==> src/rtl/fetch_pc_ctrl.sv <==
// Fetch-stage PC controller: drives the fetch/BTB lookup PC, queues BTB predictions
// in program order and redirects fetch when execute reports a mispredicted branch.
module fetch_pc_ctrl #(
    parameter logic [31:0] RESET_PC = 32'h0000_0000,
    parameter int          QDEPTH   = 4
) (
    input  logic        clock,
    input  logic        reset,
    input  logic        stall,
    input  logic        btb_hit,
    input  logic [31:0] btb_target,
    input  logic        btb_link,
    input  logic        ex_valid,
    input  logic        ex_is_branch,
    input  logic        ex_taken,
    input  logic [31:0] ex_target,
    input  logic        ex_link,
    output logic [31:0] current_pc,
    output logic        btb_enable,
    output logic        out_valid,
    output logic [31:0] out_pc,
    output logic        out_pred_taken,
    output logic        flush,
    output logic        btb_do_write,
    output logic [31:0] btb_wr_pc,
    output logic [31:0] btb_wr_target,
    output logic        btb_wr_link
);

    localparam int PW = $clog2(QDEPTH);
    localparam int CW = PW + 1;

    logic [31:0]   lk_pc;
    logic          lk_valid;

    logic [31:0]   q_pc     [QDEPTH];
    logic          q_taken  [QDEPTH];
    logic [31:0]   q_target [QDEPTH];
    logic [PW-1:0] head;
    logic [PW-1:0] tail;
    logic [CW-1:0] count;

    logic [31:0]   head_pc;
    logic [31:0]   head_pc4;
    logic          head_taken;
    logic [31:0]   head_target;
    logic          pop;
    logic          wrong;
    logic          redirect;
    logic          need_write;
    logic [CW-1:0] occupancy;
    logic          advance;
    logic          predict_taken;
    logic          push;

    // The link flag is only carried by the BTB entry itself; fetch does not use it.
    logic          unused_link;
    assign unused_link = btb_link;

    always_comb begin
        head_pc       = q_pc[head];
        head_taken    = q_taken[head];
        head_target   = q_target[head];
        head_pc4      = head_pc + 32'd4;
        pop           = ex_valid && (count != '0);
        wrong         = ex_is_branch
                        ? ((ex_taken != head_taken) || (ex_taken && (ex_target != head_target)))
                        : head_taken;
        redirect      = pop && wrong;
        need_write    = pop && ex_is_branch && ex_taken
                        && (!head_taken || (ex_target != head_target));
        // The lookup stage already holds a slot, so it counts toward occupancy.
        occupancy     = count + CW'(lk_valid);
        advance       = !stall && (occupancy < CW'(QDEPTH));
        predict_taken = lk_valid && btb_hit;
        push          = lk_valid && advance && !redirect;
    end

    assign out_valid      = lk_valid;
    assign out_pc         = lk_pc;
    assign out_pred_taken = predict_taken;
    assign btb_enable     = !stall || btb_do_write;

    always_ff @(posedge clock) begin
        if (reset) begin
            current_pc    <= RESET_PC;
            lk_pc         <= 32'd0;
            lk_valid      <= 1'b0;
            head          <= '0;
            tail          <= '0;
            count         <= '0;
            flush         <= 1'b0;
            btb_do_write  <= 1'b0;
            btb_wr_pc     <= 32'd0;
            btb_wr_target <= 32'd0;
            btb_wr_link   <= 1'b0;
        end else begin
            flush        <= redirect;
            btb_do_write <= need_write;
            if (need_write) begin
                btb_wr_pc     <= head_pc4;
                btb_wr_target <= ex_target;
                btb_wr_link   <= ex_link;
            end
            if (redirect) begin
                current_pc <= ex_taken ? ex_target : head_pc4;
                lk_valid   <= 1'b0;
                head       <= '0;
                tail       <= '0;
                count      <= '0;
            end else begin
                if (advance) begin
                    // A taken prediction kills the sequential fetch now in flight.
                    lk_pc      <= current_pc;
                    lk_valid   <= !predict_taken;
                    current_pc <= predict_taken ? btb_target : current_pc + 32'd4;
                end
                if (push)
                    tail <= tail + PW'(1);
                if (pop)
                    head <= head + PW'(1);
                count <= count + CW'(push) - CW'(pop);
            end
        end
    end

    always_ff @(posedge clock) begin
        if (!reset && push && !redirect) begin
            q_pc[tail]     <= lk_pc;
            q_taken[tail]  <= predict_taken;
            q_target[tail] <= predict_taken ? btb_target : lk_pc + 32'd4;
        end
    end

    always_ff @(posedge clock) begin
        if (!reset && ex_valid)
            assert (count != '0) else $error("fetch_pc_ctrl: ex_valid with empty prediction queue");
    end

endmodule

==> config.mk <==
export PLATFORM = sky130hd
export DESIGN_NAME = fetch_pc_ctrl
export DESIGN_NICKNAME = d
export VERILOG_FILES = /design/src/rtl/fetch_pc_ctrl.sv
export SDC_FILE = /design/constraint.sdc
export NUM_CORES = 1
export LEC_CHECK = 0
export BUFFER_PORTS_ARGS = -buffer_cell sky130_fd_sc_hd__buf_4
export CORE_UTILIZATION = 59
export CTS_CLUSTER_SIZE = 40
export DETAILED_ROUTE_END_ITERATION = 12
export GPL_ROUTABILITY_DRIVEN = 0
export PLACE_DENSITY = 0.91
export SLEW_MARGIN = 20
export SYNTH_ARGS = -nofsm -noshare
export SYNTH_HDL_FRONTEND = slang
export SYNTH_SLANG_ARGS = --single-unit
==> constraint.sdc <==
create_clock -name clock -period 5.2 [get_ports clock]
set_clock_uncertainty 0.15 [all_clocks]
set_input_delay 0.52 -clock clock [delete_from_list [all_inputs] [get_ports clock]]
set_output_delay 0.52 -clock clock [all_outputs]
set_load 0.05 [all_outputs]
==> results.yml, run 1 <==
sta:
  final_max_slew_viol_count: 0
  setup_tns_ps: 0
  post-route-min-period_ps: 4810
  hold_viol_final: 0
  slew_headroom_pct: 20.5
  rsz0062_at_grt: "no"
  fmax_mhz: 208
  whs_ps: 113
  worst_pin_slew_ps: 1180
  setup_viol: 0
  period_share_pct: 92.5
grt:
  grt_overflow: 0
  grtUsageTotal_pct: 36.2
  grt_max_degree: 98
  antenna_found_initial: 1
  grt_pass1_wl_um: 83600
  grt_pass1_vias: 13781
clock_tree:
  clk_latency_ps: 540
  cts.clk_slew.worst_paths_ps: 60
  cts_root_buf: "clkbuf_16"
  cts_max_path_buffers: 3
  cts_max_level: 2
  cts_hold_repair.buffers: 0
  tritoncts: "built"
  cts_setup_buffers: 0
  clock-sinks: 401
  post_cts_resized: 0
  cts_buffers: 40
yosys:
  syn-num-nets: 1541
  synth_most_common_cell: "edfxtp_1"
  ys_ff_latch: 401
  synth_area_mm2: 0.0180
  avgSynthCellArea_um2: 12.3
  synth_edf_count: 260
  yosys.area.top_type_share_pct: 43.4
  syn_inst: 1458
  synth_flop_cell: "edfxtp_1"
  ys_warn_count: 0
  synth_top_cells_by_area: "edfxtp_1, dfxtp_1, mux4_2"
  async_reset_ff_share_pct: 0
  synth_top_cell_by_area: "edfxtp_1"
  synth_common_cells: "edfxtp_1, dfxtp_1, a21oi_1, nand2_1, clkbuf_1"
  netlist-cell-type-count: 61
  synth-seq-area-share_pct: 59.1
layout:
  drive_gt1_share_pct: 23.6
  num_antenna_cells: 0
  seqCellArea_mm2: 0.0106
  final_util_pct: 71.3
  multiInputGateArea_mm2: 0.00682
  synthToLayoutAreaGrowth_pct: 18.1
  nNetsFinal: 1717
  n_fill_cell: 1795
critical_path:
  slowest_stage: "dfxtp_4"
  cpPeakStageDelay_ps: 920
  crit_path_start_kind: "flip-flop"
  crit_fanout: 42
  rr_endpoint: "q_pc[2][23]"
  r2r_cells: 9
  crit_type: "reg -> reg"
  cp_common_cell: "buf_4"
  path_cells: "mux4_2 -> xnor2_1 -> nand4_1 -> nor4_4 -> nand4_4 -> a21oi_4 -> buf_4 -> and4_2 -> buf_4"
  critical_path_arrival_ps: 4850
  critPathCaptureType: "flip-flop"
  r2r_setup_slack_ps: 390
  cp_data_required_time_ps: 5240
pwr:
  p_int_w: 0.00640
  power_leakage_nw: 7.35
  seq_power_share_pct: 41.7
  clkPwrFrac_pct: 30.7
  p_comb_share_pct: 27.6
  ir_drop_v: 0.000320
  p_sw_share_pct: 34.1
  switchingPower_w: 0.00332
  powerDensity_mw_per_mm2: 458
detailed_routing:
  drt-initial-drc-count: 2891
  drt-total-wl_um: 56600
  wl_per_cell_um: 27.6
  ant_nets: 0
  drc: 0
  firstDrtPassIters: 7
  vias: 14562
  avgViaCountPerCell: 7.09
hold_path:
  min_from: "ex_link"
  hold_class: "in -> reg"
  whs_path_depth: 3
  holdPathEnd: "btb_wr_link"
floorplan:
  ioPinCount: 207
  start_util_pct: 60.3
  die_y_um: 177
  die_x_um: 177
  rows: 63
  core_mm2: 0.0298
  die_area_mm2: 0.0312
place:
  numPortBuffers: 205
  place_hpwl_um: 36900
flow_run:
  maxCapViolCount: 0
status:
  status: "completed"
power groups by stage:
stage | sequential [W] | combinational, W | clock [W]
floorplan | 0.00440 | 0.00140 | 0
detailed placement | 0.00410 | 0.00254 | 0
CTS | 0.00404 | 0.00259 | 0.00298
finish | 0.00405 | 0.00268 | 0.00299
global placement | 0.00408 | 0.00247 | 0
global route | 0.00408 | 0.00276 | 0.00310
state kept, by name (all words and copies together) (netlist names), named ones only:
| name | flops |
|---|---|
| head | 2 |
| btb_do_write | 1 |
| btb_wr_target | 32 |
| btb_wr_link | 1 |
| count | 3 |
| q_taken | 4 |
| q_pc | 128 |
| out_valid | 1 |
| flush | 1 |
| out_pc | 32 |
| current_pc | 32 |
| q_target | 128 |
| tail | 2 |
| btb_wr_pc | 32 |
placed cells by master (no fill, tap or decap), types with 8 or more instances in the layout:
master,n
o2111ai_1,8
nand3_1,74
buf_4,238
dfxtp_1,139
clkbuf_1,12
nand2_1,109
a31oi_1,9
o21ai_0,76
o21a_1,14
nor4_1,11
inv_1,13
and4_1,9
a21oi_1,128
edfxtp_1,260
o22ai_1,12
o31ai_1,11
nand4_1,33
and3_1,16
clkbuf_16,41
ha_1,9
a211oi_1,26
xnor2_1,69
nor3_1,38
nor2_1,66
mux2i_1,43
xor2_1,23
mux4_2,63
worst max path at each step:
| stage | startpoint | endpoint | slack, ps | cells after the start |
|---|---|---|---|---|
| 6_report | flip-flop | q_pc[2][23] | 390 | 9 |
| 5_1_grt | flip-flop | count[2] | 260 | 14 |
| 4_1_cts | flip-flop | q_pc[2][21] | 430 | 9 |
| 3_5_place_dp | flip-flop | q_pc[2][21] | 500 | 9 |
| 3_3_place_gp | flip-flop | q_pc[2][18] | 580 | 9 |
| 2_1_floorplan | flip-flop | q_pc[1][0] | 620 | 8 |
metrics by stage:
| step | std cells | total power (W) | instance area, µm² | setup WS, ps |
|---|---|---|---|---|
| 4_1_cts | 2054 | 0.00961 | 21200 | 430 |
| 3_3_place_gp | 1982 | 0.00655 | 19900 | 579 |
| 2_1_floorplan | 1458 | 0.00580 | 18000 | 615 |
| 6_report | 2054 | 0.00972 | 21200 | 388 |
| 3_5_place_dp | 1982 | 0.00665 | 19900 | 498 |
| 5_1_grt | 2054 | 0.00994 | 21200 | 264 |
worst max-delay path: cells and delay by family (launching register included):
kind | cells | cell delay [ps]
AND/OR/NAND/NOR | 4 | 1310
flip-flops | 1 | 920
buffers and inverters | 2 | 900
multiplexers | 1 | 610
XOR/XNOR | 1 | 290
AO/OA/AOI/OAI | 1 | 220
final cells by class:
type | count | area share, %
flip-flops and latches | 401 | 50.1
multi-input cells | 932 | 32.1
repair buffers | 243 | 8.89
clock buffers | 59 | 5.43
well taps | 390 | 2.30
clock inverters | 13 | 0.890
inverters | 16 | 0.283
per-layer routing:
layer / GRT usage, % / wire length [µm]
met1: 47.1 / 19000
met2: 55.0 / 25200
met3: 11.5 / 9080
met4: 17.6 / 3290
met5: 0 / 0
cell families (layout without fill, tap and decap cells):
kind of cell    count (synthesis)  after routing  share of synthesized area (%)
mux                           108            108                           10.4
flops                         401            401                           59.1
buf+inv                       125            331                           3.06
xor+xnor                       92             92                           4.48
compound gates                335            335                           11.3
fa+ha+maj                      10             10                          0.738
simple gates                  387            387                           10.9
No activity file was read; power rests on OpenSTA's default activity.
==> run 2, diff against run 1 <==
--- a/config.mk
+++ b/config.mk
@@ -11,6 +11,7 @@
 export DETAILED_ROUTE_END_ITERATION = 12
 export GPL_ROUTABILITY_DRIVEN = 0
 export PLACE_DENSITY = 0.91
+export RECOVER_POWER = 100
 export SLEW_MARGIN = 20
 export SYNTH_ARGS = -nofsm -noshare
 export SYNTH_HDL_FRONTEND = slang
==> results.yml, run 2 (same netlist as run 1, synthesis figures left out) <==
status:
  status: "finished with violations"
  violations: "max-capacitance violations, max-slew violations"
sta:
  hold_viol_final: 0
  period_share_pct: 95.3
  post-route-min-period_ps: 4960
  final_max_slew_viol_count: 106
  rsz0062_at_grt: "no"
  fmax_mhz: 202
  setup_viol: 0
  whs_ps: 116
  slew_headroom_pct: -25.0
  timing.final.ws_setup_ps: 244
  worst_pin_slew_ps: 1870
  setup_tns_ps: 0
pwr:
  clkPwrFrac_pct: 31.2
  powerDensity_mw_per_mm2: 464
  switchingPower_w: 0.00331
  p_sw_share_pct: 34.5
  power_leakage_nw: 6.75
  power.total_w: 0.00959
  p_comb_share_pct: 26.6
  ir_drop_v: 0.000317
  p_int_w: 0.00628
  seq_power_share_pct: 42.2
layout:
  top_regs: "q_pc (128), q_target (128)"
  layout_commonest_cell: "edfxtp_1"
  n_fill_cell: 1982
  finish.instance_area_mm2: 0.0207
  nNetsFinal: 1717
  synthToLayoutAreaGrowth_pct: 14.9
  final_cell_mix: "edfxtp_1, clkbuf_1, dfxtp_1"
  seqCellArea_mm2: 0.0106
  num_antenna_cells: 0
  multiInputGateArea_mm2: 0.00679
  drive_gt1_share_pct: 14.8
clock_tree:
  cts_root_buf: "clkbuf_16"
  cts.clk_slew.worst_paths_ps: 60
  cts_hold_repair.buffers: 0
  cts_max_level: 2
  cts_max_path_buffers: 3
  post_cts_resized: 0
  cts_buffers: 40
  clk_latency_ps: 530
  cts_setup_buffers: 0
  clock-sinks: 401
  tritoncts: "built"
grt:
  grt_max_degree: 98
  antenna_found_initial: 1
  grt_overflow: 0
  grtUsageTotal_pct: 36.2
  grt_pass1_vias: 13781
  grt_pass1_wl_um: 83600
hold_path:
  hold_class: "in -> reg"
  holdPathEnd: "btb_wr_link"
  whs_path_depth: 3
  min_from: "ex_link"
flow_run:
  maxCapViolCount: 2
detailed_routing:
  avgViaCountPerCell: 7.10
  firstDrtPassIters: 8
  drc: 0
  vias: 14578
  drt-initial-drc-count: 2845
  ant_nets: 0
  wl_per_cell_um: 27.5
  drt-total-wl_um: 56500
place:
  placed_area_mm2: 0.0199
  numPortBuffers: 205
  place_hpwl_um: 36900
  post-place-ws_ps: 498
floorplan:
  die_area_mm2: 0.0312
  core_mm2: 0.0298
  die_x_um: 177
  ioPinCount: 207
  rows: 63
  start_util_pct: 60.3
  die_y_um: 177
critical_path:
  cpPeakStageDelay_ps: 1220
  critPathCaptureType: "flip-flop"
  cp_data_required_time_ps: 5500
  crit_fanout: 42
  crit_path_start_kind: "flip-flop"
  critical_path_arrival_ps: 5260
  r2r_cells: 9
  slowest_stage: "nor4_1"
  rr_endpoint: "current_pc[30]"
  cp_common_cell: "nand3_1"
  path_cells: "buf_4 -> mux4_2 -> ha_1 -> nand3_1 -> nor4_1 -> nand3_1 -> xnor2_1 -> o2111ai_1 -> a21oi_1"
  crit_type: "reg -> reg"
  r2r_setup_slack_ps: 240
run 2: cell types whose count changed in the layout (fill, tap and decap cells not counted), moves of 2 or more:
cell / before / now
and4_2: 4 / 2
and4_1: 9 / 11
o21ai_1: 6 / 4
o21ai_0: 76 / 78
clkbuf_2: 0 / 5
buf_4: 238 / 93
clkbuf_1: 12 / 151
run 2: power groups by stage:
stage | clock [W] | combinational (W) | sequential, W
6_report | 0.00299 | 0.00255 | 0.00405
5_1_grt | 0.00310 | 0.00262 | 0.00408
4_1_cts | 0.00298 | 0.00259 | 0.00404
3_5_place_dp | 0 | 0.00254 | 0.00410
3_3_place_gp | 0 | 0.00247 | 0.00408
2_1_floorplan | 0 | 0.00140 | 0.00440
run 2: final cells by class:
type | count | share of cell area (%)
well taps | 390 | 2.36
clock buffers | 59 | 5.58
repair buffers | 243 | 6.51
inverters | 16 | 0.291
flip-flops and latches | 401 | 51.5
multi-input cells | 932 | 32.9
clock inverters | 13 | 0.915
run 2: metrics by stage:
stage          std cells  util [%]
2_1_floorplan       1458         -
3_3_place_gp        1982      66.7
3_5_place_dp        1982      66.7
4_1_cts             2054      71.2
5_1_grt             2054      69.3
6_report            2054      69.3
run 2: worst max path at each step:
stage                                end      start
after global placement       q_pc[2][18]  flip-flop
after detailed placement     q_pc[2][21]  flip-flop
after floorplan               q_pc[1][0]  flip-flop
after CTS                    q_pc[2][21]  flip-flop
final                     current_pc[30]  flip-flop
after global routing          q_pc[2][7]  flip-flop
run 2: critical path, delay by kind of cell, from the launching register on:
kind | cells | cell delay (ps)
muxes | 1 | 380
adders and majority gates | 1 | 250
AOI/OAI and AO/OA | 2 | 520
DFF | 1 | 920
and+or+nand+nor | 3 | 1740
buffers and inverters | 1 | 410
xor gates and xnor gates | 1 | 490
run 2: per-layer routing:
layer	routed length (µm)	GRT usage [%]	up-vias
met2	25000	55.0	1471
met3	9090	11.5	336
met5	0	0	-
li1	-	-	5914
met1	19000	47.1	6857
met4	3370	17.6	0
